### config.mk
export PLATFORM = sky130hd
export DESIGN_NAME = ss_sequencer
export DESIGN_NICKNAME = d
export VERILOG_FILES = /design/src/rtl/ss_sequencer_pkg.sv /design/src/rtl/ss_sequencer_m2_edge.sv /design/src/rtl/ss_sequencer.sv
export SDC_FILE = /design/constraint.sdc
export NUM_CORES = 1
export LEC_CHECK = 0
export CORE_MARGIN = 5
export CORE_UTILIZATION = 50
export CTS_CLUSTER_DIAMETER = 80
export DETAILED_ROUTE_END_ITERATION = 6
export GPL_ROUTABILITY_DRIVEN = 0
export HOLD_SLACK_MARGIN = 0.08
export PLACE_DENSITY = 0.8
export SLEW_MARGIN = 10
export SYNTH_ARGS = -nofsm -noshare
export SYNTH_HDL_FRONTEND = slang
export SYNTH_SLANG_ARGS = --single-unit
### constraint.sdc
create_clock -name clk -period 2.5 [get_ports clk]
set_input_delay 0.5 -clock clk [delete_from_list [all_inputs] [get_ports clk]]
set_output_delay 0.5 -clock clk [all_outputs]
set_load 0.01 [all_outputs]
### src/rtl/ss_sequencer_pkg.sv
// Shared definitions for the save-state sequencer: state encoding, address
// width and the bit positions of the ss_act / ss_we bus controls.
package ss_sequencer_pkg;

  localparam int SS_AW      = 8;
  localparam int SS_ACT_BIT = 0;
  localparam int SS_WE_BIT  = 1;

  typedef enum logic [2:0] {
    IDLE     = 3'd0,
    SV_ADDR  = 3'd1,
    SV_CAP   = 3'd2,
    LD_FETCH = 3'd3,
    LD_DRIVE = 3'd4,
    LD_WAIT  = 3'd5,
    LD_HOLD  = 3'd6,
    FIN      = 3'd7
  } state_t;

  // Final address of a walk of len entries; len=256 gives 255, so the walk
  // terminates on a compare rather than relying on counter wrap.
  function automatic logic [SS_AW-1:0] last_addr(input int len);
    return SS_AW'(len - 1);
  endfunction

endpackage

### src/rtl/ss_sequencer_m2_edge.sv
// Brings the asynchronous CPU M2 into the clk domain and flags its falling
// edge as a one-cycle pulse.
module ss_sequencer_m2_edge
  import ss_sequencer_pkg::*;
(
  input  logic clk,
  input  logic rst,
  input  logic m2,
  output logic fall
);

  // [0] first sync stage, [1] second sync stage, [2] second stage delayed
  logic [2:0] sync_q, sync_d;

  always_comb begin
    sync_d = {sync_q[1:0], m2};
  end

  always_ff @(posedge clk) begin
    if (rst) begin
      sync_q <= '0;
    end else begin
      sync_q <= sync_d;
    end
  end

  assign fall = sync_q[2] & ~sync_q[1];

endmodule

### src/rtl/ss_sequencer.sv
// Save-state sequencer: copies mapper save-state bytes into a buffer (save)
// or writes buffered bytes back into the mapper around an M2 fall (load).
module ss_sequencer
  import ss_sequencer_pkg::*;
#(
  parameter int SS_LEN = 128,
  parameter int SETTLE = 2,
  parameter int M2_TMO = 255
) (
  input  logic             clk,
  input  logic             rst,
  input  logic             m2,
  input  logic             start_save,
  input  logic             start_load,
  output logic             busy,
  output logic             done,
  output logic             err,
  output logic             ss_act,
  output logic             ss_we,
  output logic [SS_AW-1:0] ss_addr,
  output logic [SS_AW-1:0] ss_dat,
  input  logic [SS_AW-1:0] ss_rdat,
  output logic [7:0]       buf_addr,
  output logic [7:0]       buf_wdat,
  output logic             buf_we,
  input  logic [7:0]       buf_rdat
);

  localparam logic [SS_AW-1:0] LAST = last_addr(SS_LEN);
  localparam int STW = (SETTLE > 1) ? $clog2(SETTLE) : 1;
  localparam int TW  = $clog2(M2_TMO + 1);
  localparam logic [STW-1:0] SETTLE_LAST = STW'(SETTLE - 1);
  localparam logic [TW-1:0]  TMO_LAST    = TW'(M2_TMO - 1);
  // A fall seen in the first two LD_WAIT cycles may stem from an M2 edge
  // that happened before ss_we rose, so it is not accepted.
  localparam logic [TW-1:0]  TMO_ARM     = TW'(2);

  state_t           state_q, state_d;
  logic [SS_AW-1:0] cnt_q, cnt_d;
  logic [STW-1:0]   settle_q, settle_d;
  logic [TW-1:0]    tmo_q, tmo_d;
  logic [1:0]       ctl_q, ctl_d;
  logic             done_q, done_d;
  logic             err_q, err_d;
  logic [SS_AW-1:0] ss_addr_q, ss_addr_d;
  logic [SS_AW-1:0] ss_dat_q, ss_dat_d;
  logic [7:0]       buf_addr_q, buf_addr_d;
  logic [7:0]       buf_wdat_q, buf_wdat_d;
  logic             buf_we_q, buf_we_d;
  logic             m2_fall;

  ss_sequencer_m2_edge u_m2_edge (
    .clk  (clk),
    .rst  (rst),
    .m2   (m2),
    .fall (m2_fall)
  );

  always_comb begin
    state_d    = state_q;
    cnt_d      = cnt_q;
    settle_d   = settle_q;
    tmo_d      = tmo_q;
    ctl_d      = ctl_q;
    done_d     = 1'b0;
    err_d      = err_q;
    ss_addr_d  = ss_addr_q;
    ss_dat_d   = ss_dat_q;
    buf_addr_d = buf_addr_q;
    buf_wdat_d = buf_wdat_q;
    buf_we_d   = 1'b0;

    case (state_q)
      IDLE: begin
        if (start_save) begin
          err_d             = 1'b0;
          cnt_d             = '0;
          settle_d          = '0;
          ss_addr_d         = '0;
          ctl_d[SS_ACT_BIT] = 1'b1;
          state_d           = SV_ADDR;
        end else if (start_load) begin
          err_d             = 1'b0;
          cnt_d             = '0;
          ss_addr_d         = '0;
          buf_addr_d        = '0;
          ctl_d[SS_ACT_BIT] = 1'b1;
          state_d           = LD_FETCH;
        end
      end

      SV_ADDR: begin
        if (settle_q == SETTLE_LAST) begin
          buf_we_d   = 1'b1;
          buf_addr_d = cnt_q;
          buf_wdat_d = ss_rdat;
          state_d    = SV_CAP;
        end else begin
          settle_d = settle_q + STW'(1);
        end
      end

      SV_CAP: begin
        if (cnt_q == LAST) begin
          ctl_d   = '0;
          done_d  = 1'b1;
          state_d = FIN;
        end else begin
          cnt_d     = cnt_q + 8'd1;
          ss_addr_d = cnt_q + 8'd1;
          settle_d  = '0;
          state_d   = SV_ADDR;
        end
      end

      LD_FETCH: state_d = LD_DRIVE;

      LD_DRIVE: begin
        ss_dat_d         = buf_rdat;
        ctl_d[SS_WE_BIT] = 1'b1;
        tmo_d            = '0;
        state_d          = LD_WAIT;
      end

      LD_WAIT: begin
        if (m2_fall && (tmo_q >= TMO_ARM)) begin
          state_d = LD_HOLD;
        end else if (tmo_q == TMO_LAST) begin
          err_d   = 1'b1;
          ctl_d   = '0;
          done_d  = 1'b1;
          state_d = FIN;
        end else begin
          tmo_d = tmo_q + TW'(1);
        end
      end

      LD_HOLD: begin
        ctl_d[SS_WE_BIT] = 1'b0;
        if (cnt_q == LAST) begin
          ctl_d   = '0;
          done_d  = 1'b1;
          state_d = FIN;
        end else begin
          cnt_d      = cnt_q + 8'd1;
          ss_addr_d  = cnt_q + 8'd1;
          buf_addr_d = cnt_q + 8'd1;
          state_d    = LD_FETCH;
        end
      end

      FIN:     state_d = IDLE;
      default: state_d = IDLE;
    endcase
  end

  always_ff @(posedge clk) begin
    if (rst) begin
      state_q    <= IDLE;
      cnt_q      <= '0;
      settle_q   <= '0;
      tmo_q      <= '0;
      ctl_q      <= '0;
      done_q     <= 1'b0;
      err_q      <= 1'b0;
      ss_addr_q  <= '0;
      ss_dat_q   <= '0;
      buf_addr_q <= '0;
      buf_wdat_q <= '0;
      buf_we_q   <= 1'b0;
    end else begin
      state_q    <= state_d;
      cnt_q      <= cnt_d;
      settle_q   <= settle_d;
      tmo_q      <= tmo_d;
      ctl_q      <= ctl_d;
      done_q     <= done_d;
      err_q      <= err_d;
      ss_addr_q  <= ss_addr_d;
      ss_dat_q   <= ss_dat_d;
      buf_addr_q <= buf_addr_d;
      buf_wdat_q <= buf_wdat_d;
      buf_we_q   <= buf_we_d;
    end
  end

  assign busy     = ctl_q[SS_ACT_BIT];
  assign ss_act   = ctl_q[SS_ACT_BIT];
  assign ss_we    = ctl_q[SS_WE_BIT];
  assign done     = done_q;
  assign err      = err_q;
  assign ss_addr  = ss_addr_q;
  assign ss_dat   = ss_dat_q;
  assign buf_addr = buf_addr_q;
  assign buf_wdat = buf_wdat_q;
  assign buf_we   = buf_we_q;

endmodule

==> flow_summary.json <==
{
  "ir_worst_vdd_mv": 0.4536,
  "drc": 0,
  "p_leak_nw": 1.108,
  "synthFlopType": "dfxtp_1",
  "clockBufferDepth": 2,
  "hold_buffers": 0,
  "syn-num-nets": 330,
  "critPathCaptureType": "flop",
  "io_pins": 59,
  "die_w_um": 81.90,
  "start_util_pct": 50.94,
  "synth-async-reset-ratio_pct": 0,
  "hp-start": "buf_wdat[7]",
  "finalWorstSetupSlack_ns": 0.4754,
  "r2r-end": "buf_addr[6]",
  "synth_fa_ha_area_share_pct": 1.452,
  "diodes": 0,
  "skew_ns": 0.007797,
  "synthSimpleGateAreaFrac_pct": 25.85,
  "die_area_mm2": 0.006708,
  "hold_viol_final": 0,
  "ys.warnings.count": 0,
  "numCtsBuffers": 5,
  "die-height_um": 81.90,
  "hpwl_um": 4573,
  "ant_nets": 0,
  "hold_depth": 2,
  "rsz0062_at_grt": "false",
  "finalSetupViolCount": 0,
  "synth_top_family_by_area": "simple AND/OR/NAND/NOR gates",
  "cellPowerDensity_mw_per_mm2": 656.7,
  "sw_frac_of_total_pct": 30.67,
  "p_int_mw": 1.517,
  "routed_via_density": 5.772,
  "synth_cells": 306,
  "hold_end": "buf_wdat[7]",
  "clkLatencyLatePin_ns": 0.30,
  "cts_resized": 0,
  "synth_edf_count": 0,
  "required_ns": 2.68,
  "cts_tree": "done",
  "drt_iter0_drc": 158,
  "antenna_found_initial": 0,
  "overflow": 0,
  "core_area_mm2": 0.005075,
  "clkSinkCount": 52,
  "synth_mux_area_share_pct": 3.872,
  "slew_headroom_pct": 55.11,
  "vias": 2476,
  "setup-tns-final_ns": 0,
  "dp_slack_ns": 0.1719,
  "dr.pass1.iters": 4,
  "status": "complete, no violations",
  "io_buffers": 58,
  "crit_type": "in2reg",
  "grtUsageTotal_pct": 19.61,
  "tightestPinTransition_ns": 0.6724,
  "grt_max_degree": 26,
  "cts-root-buf": "clkbuf_8",
  "wire_per_inst_um": 14.46,
  "ys_ff_latch": 52,
  "grt_pass1_wl_um": 10230,
  "hold_ws_ns": 0.4552,
  "postCtsSetupBuffers": 0,
  "synth-xor-area-share_pct": 0,
  "setup.worst_path.start_class": "input pin",
  "crit_fanout": 8,
  "seq_area_frac_synth_pct": 40.27,
  "fillers": 456,
  "reg2reg_depth": 4,
  "drv_slew": 0,
  "r2r_start": "state_q[2]",
  "syn_area_mm2": 0.002585,
  "clkTransAtPathRegs_ns": 0.09,
  "fin_crit_sh_pct": 80.98,
  "finalNetCount": 382,
  "area_delta_synth_final_pct": 28.85,
  "grt_pass1_vias": 2233,
  "reg2reg_slack_ns": 0.48,
  "ctsHtreeMaxLevel": 2,
  "seq_power_share_pct": 46.1,
  "drt-total-wl_um": 6202,
  "power_frac_clock_pct": 26.1,
  "yosysUniqueCellTypes": 58,
  "combPwrFrac_pct": 27.8,
  "synth_compound_gate_area_share_pct": 23.57,
  "max_cap_viol_count": 0,
  "holdCritPathClass": "reg2reg",
  "syn-mean-instance-area_um2": 8.448,
  "core.rowCount": 26,
  "fmax_mhz": 493.9,
  "drive_above_1_share_pct": 8.357,
  "fin_crit_ns": 2.025,
  "cp_data_arrival_time_ns": 2.21,
  "switchingPower_mw": 0.6709
}
-- metrics by stage --
stage | std cells | util [%] | total power [mW] | cell area [um^2]
2_1_floorplan | 306 | - | 1.373 | 2585
6_report | 429 | 65.63 | 2.187 | 3331
4_1_cts | 429 | 65.63 | 2.199 | 3331
3_5_place_dp | 421 | 63.51 | 1.633 | 3223
3_3_place_gp | 421 | 63.51 | 1.618 | 3223
5_1_grt | 429 | 65.63 | 2.320 | 3331
-- worst max-delay path: stages --
cell             delay, ns
clkdlybuf4s50_1       0.50
or3b_4                0.41
a211oi_4              0.35
or2_1                 0.31
a311oi_1              0.13
-- power groups by stage --
stage	Clock, mW	Sequential (mW)	Combinational (mW)
5_1_grt	0.623	1.03	0.672
4_1_cts	0.582	1.01	0.609
3_3_place_gp	0	1.02	0.594
3_5_place_dp	0	1.03	0.605
6_report	0.571	1.01	0.609
2_1_floorplan	0	1.01	0.365
-- how the worst max path moves through the flow --
stage                     startpoint     endpoint  slack (ns)
after floorplan           ss_addr[0]  buf_addr[0]        0.71
after CTS                 start_load  buf_addr[6]        0.50
after global placement    start_load  buf_addr[6]        0.20
after detailed placement  start_load  buf_addr[6]        0.17
final                     start_load  buf_addr[6]        0.48
after global routing      state_q[2]  buf_addr[5]        0.24
-- synthesized netlist by cell type (2+ instances only) --
cell type  number  share of area (%)
a211oi_1        3               0.87
a21boi_1        3               0.87
a21oi_1        26                5.0
a311oi_1        9                3.0
a31oi_1         2               0.48
and2_1          2               0.48
and3_1          3               0.73
buf_2           9                1.7
buf_4           3               0.87
clkbuf_1        9                1.3
dfxtp_1        52                 40
ha_1            3                1.5
inv_1           5               0.73
mux2i_1        10                3.9
nand2_1        34                4.9
nand2b_1        3               0.73
nand3_1        10                1.9
nand3b_1        2               0.58
nand4_1         7                1.7
nand4b_1        2               0.68
nor2_1         26                3.8
nor2b_1         4               0.97
nor3_1         10                1.9
nor3b_1         2               0.58
nor4_1          3               0.73
nor4_4          2                1.6
o21a_1          2               0.58
o21ai_0        17                3.3
o21ba_2         2               0.77
o21bai_1        2               0.58
o31ai_1         7                2.0
or3_1           3               0.73
or4_1           4                1.2
-- kinds of logic (layout without fill, tap and decap cells) --
group / Yosys count / in the layout
AND/OR/NAND/NOR: 124 / 124
AO/OA/AOI/OAI: 89 / 89
flip-flops: 52 / 52
buffers and inverters: 28 / 81
multiplexers: 10 / 10
adder cells (fa/ha/maj): 3 / 3
-- layer usage --
metal  global-route usage (%)  share of wire, %
met5                        0                 0
met4                    5.814               1.3
met3                    7.018                10
met2                    31.26                45
met1                    24.80                43
-- layout make-up --
cell class	instances	area (um^2)	share of cell area, %
Clock buffer	6	72.57	2.179
Timing Repair Buffer	68	655.6	19.68
Inverter	5	18.77	0.5635
Sequential cell	52	1041	31.25
Clock inverter	2	35.03	1.052
Tap cell	70	87.58	2.630
Multi-Input combinational cell	226	1420	42.64
-- registers in the layout (all words and copies together) (netlist names) --
| signal | flops |
|---|---|
| buf_addr | 8 |
| buf_wdat | 8 |
| buf_we | 1 |
| ctl_q | 2 |
| done | 1 |
| err | 1 |
| settle_q | 1 |
| ss_addr | 8 |
| ss_dat | 8 |
| state_q | 3 |
| tmo_q | 8 |
| u_m2_edge.sync_q | 3 |
-- cell usage in the layout, fill, tap and decap left out, types with 2 or more instances in the layout --
master,netlist,layout
dfxtp_1,52,52
a311oi_1,9,9
buf_4,3,10
o21ai_0,17,17
mux2i_1,10,10
a211oi_1,3,3
nand2_1,34,34
nand4_1,7,7
nand3_1,10,10
and2_1,2,2
nor4_4,2,2
o31ai_1,7,7
clkbuf_8,0,5
nand2b_1,3,3
nor4_1,3,3
a21oi_1,26,26
or3_1,3,3
nand4b_1,2,2
nor2b_1,4,4
and3_1,3,3
a31oi_1,2,2
nand3b_1,2,2
clkdlybuf4s50_1,0,58
inv_1,5,5
ha_1,3,3
a21boi_1,3,3
or4_1,4,4
o21a_1,2,2
nor3b_2,1,2
o21bai_1,2,2
o21ba_2,2,2
nor2_1,26,26
nor3_1,10,10
No activity file was read; power rests on OpenSTA's default activity.
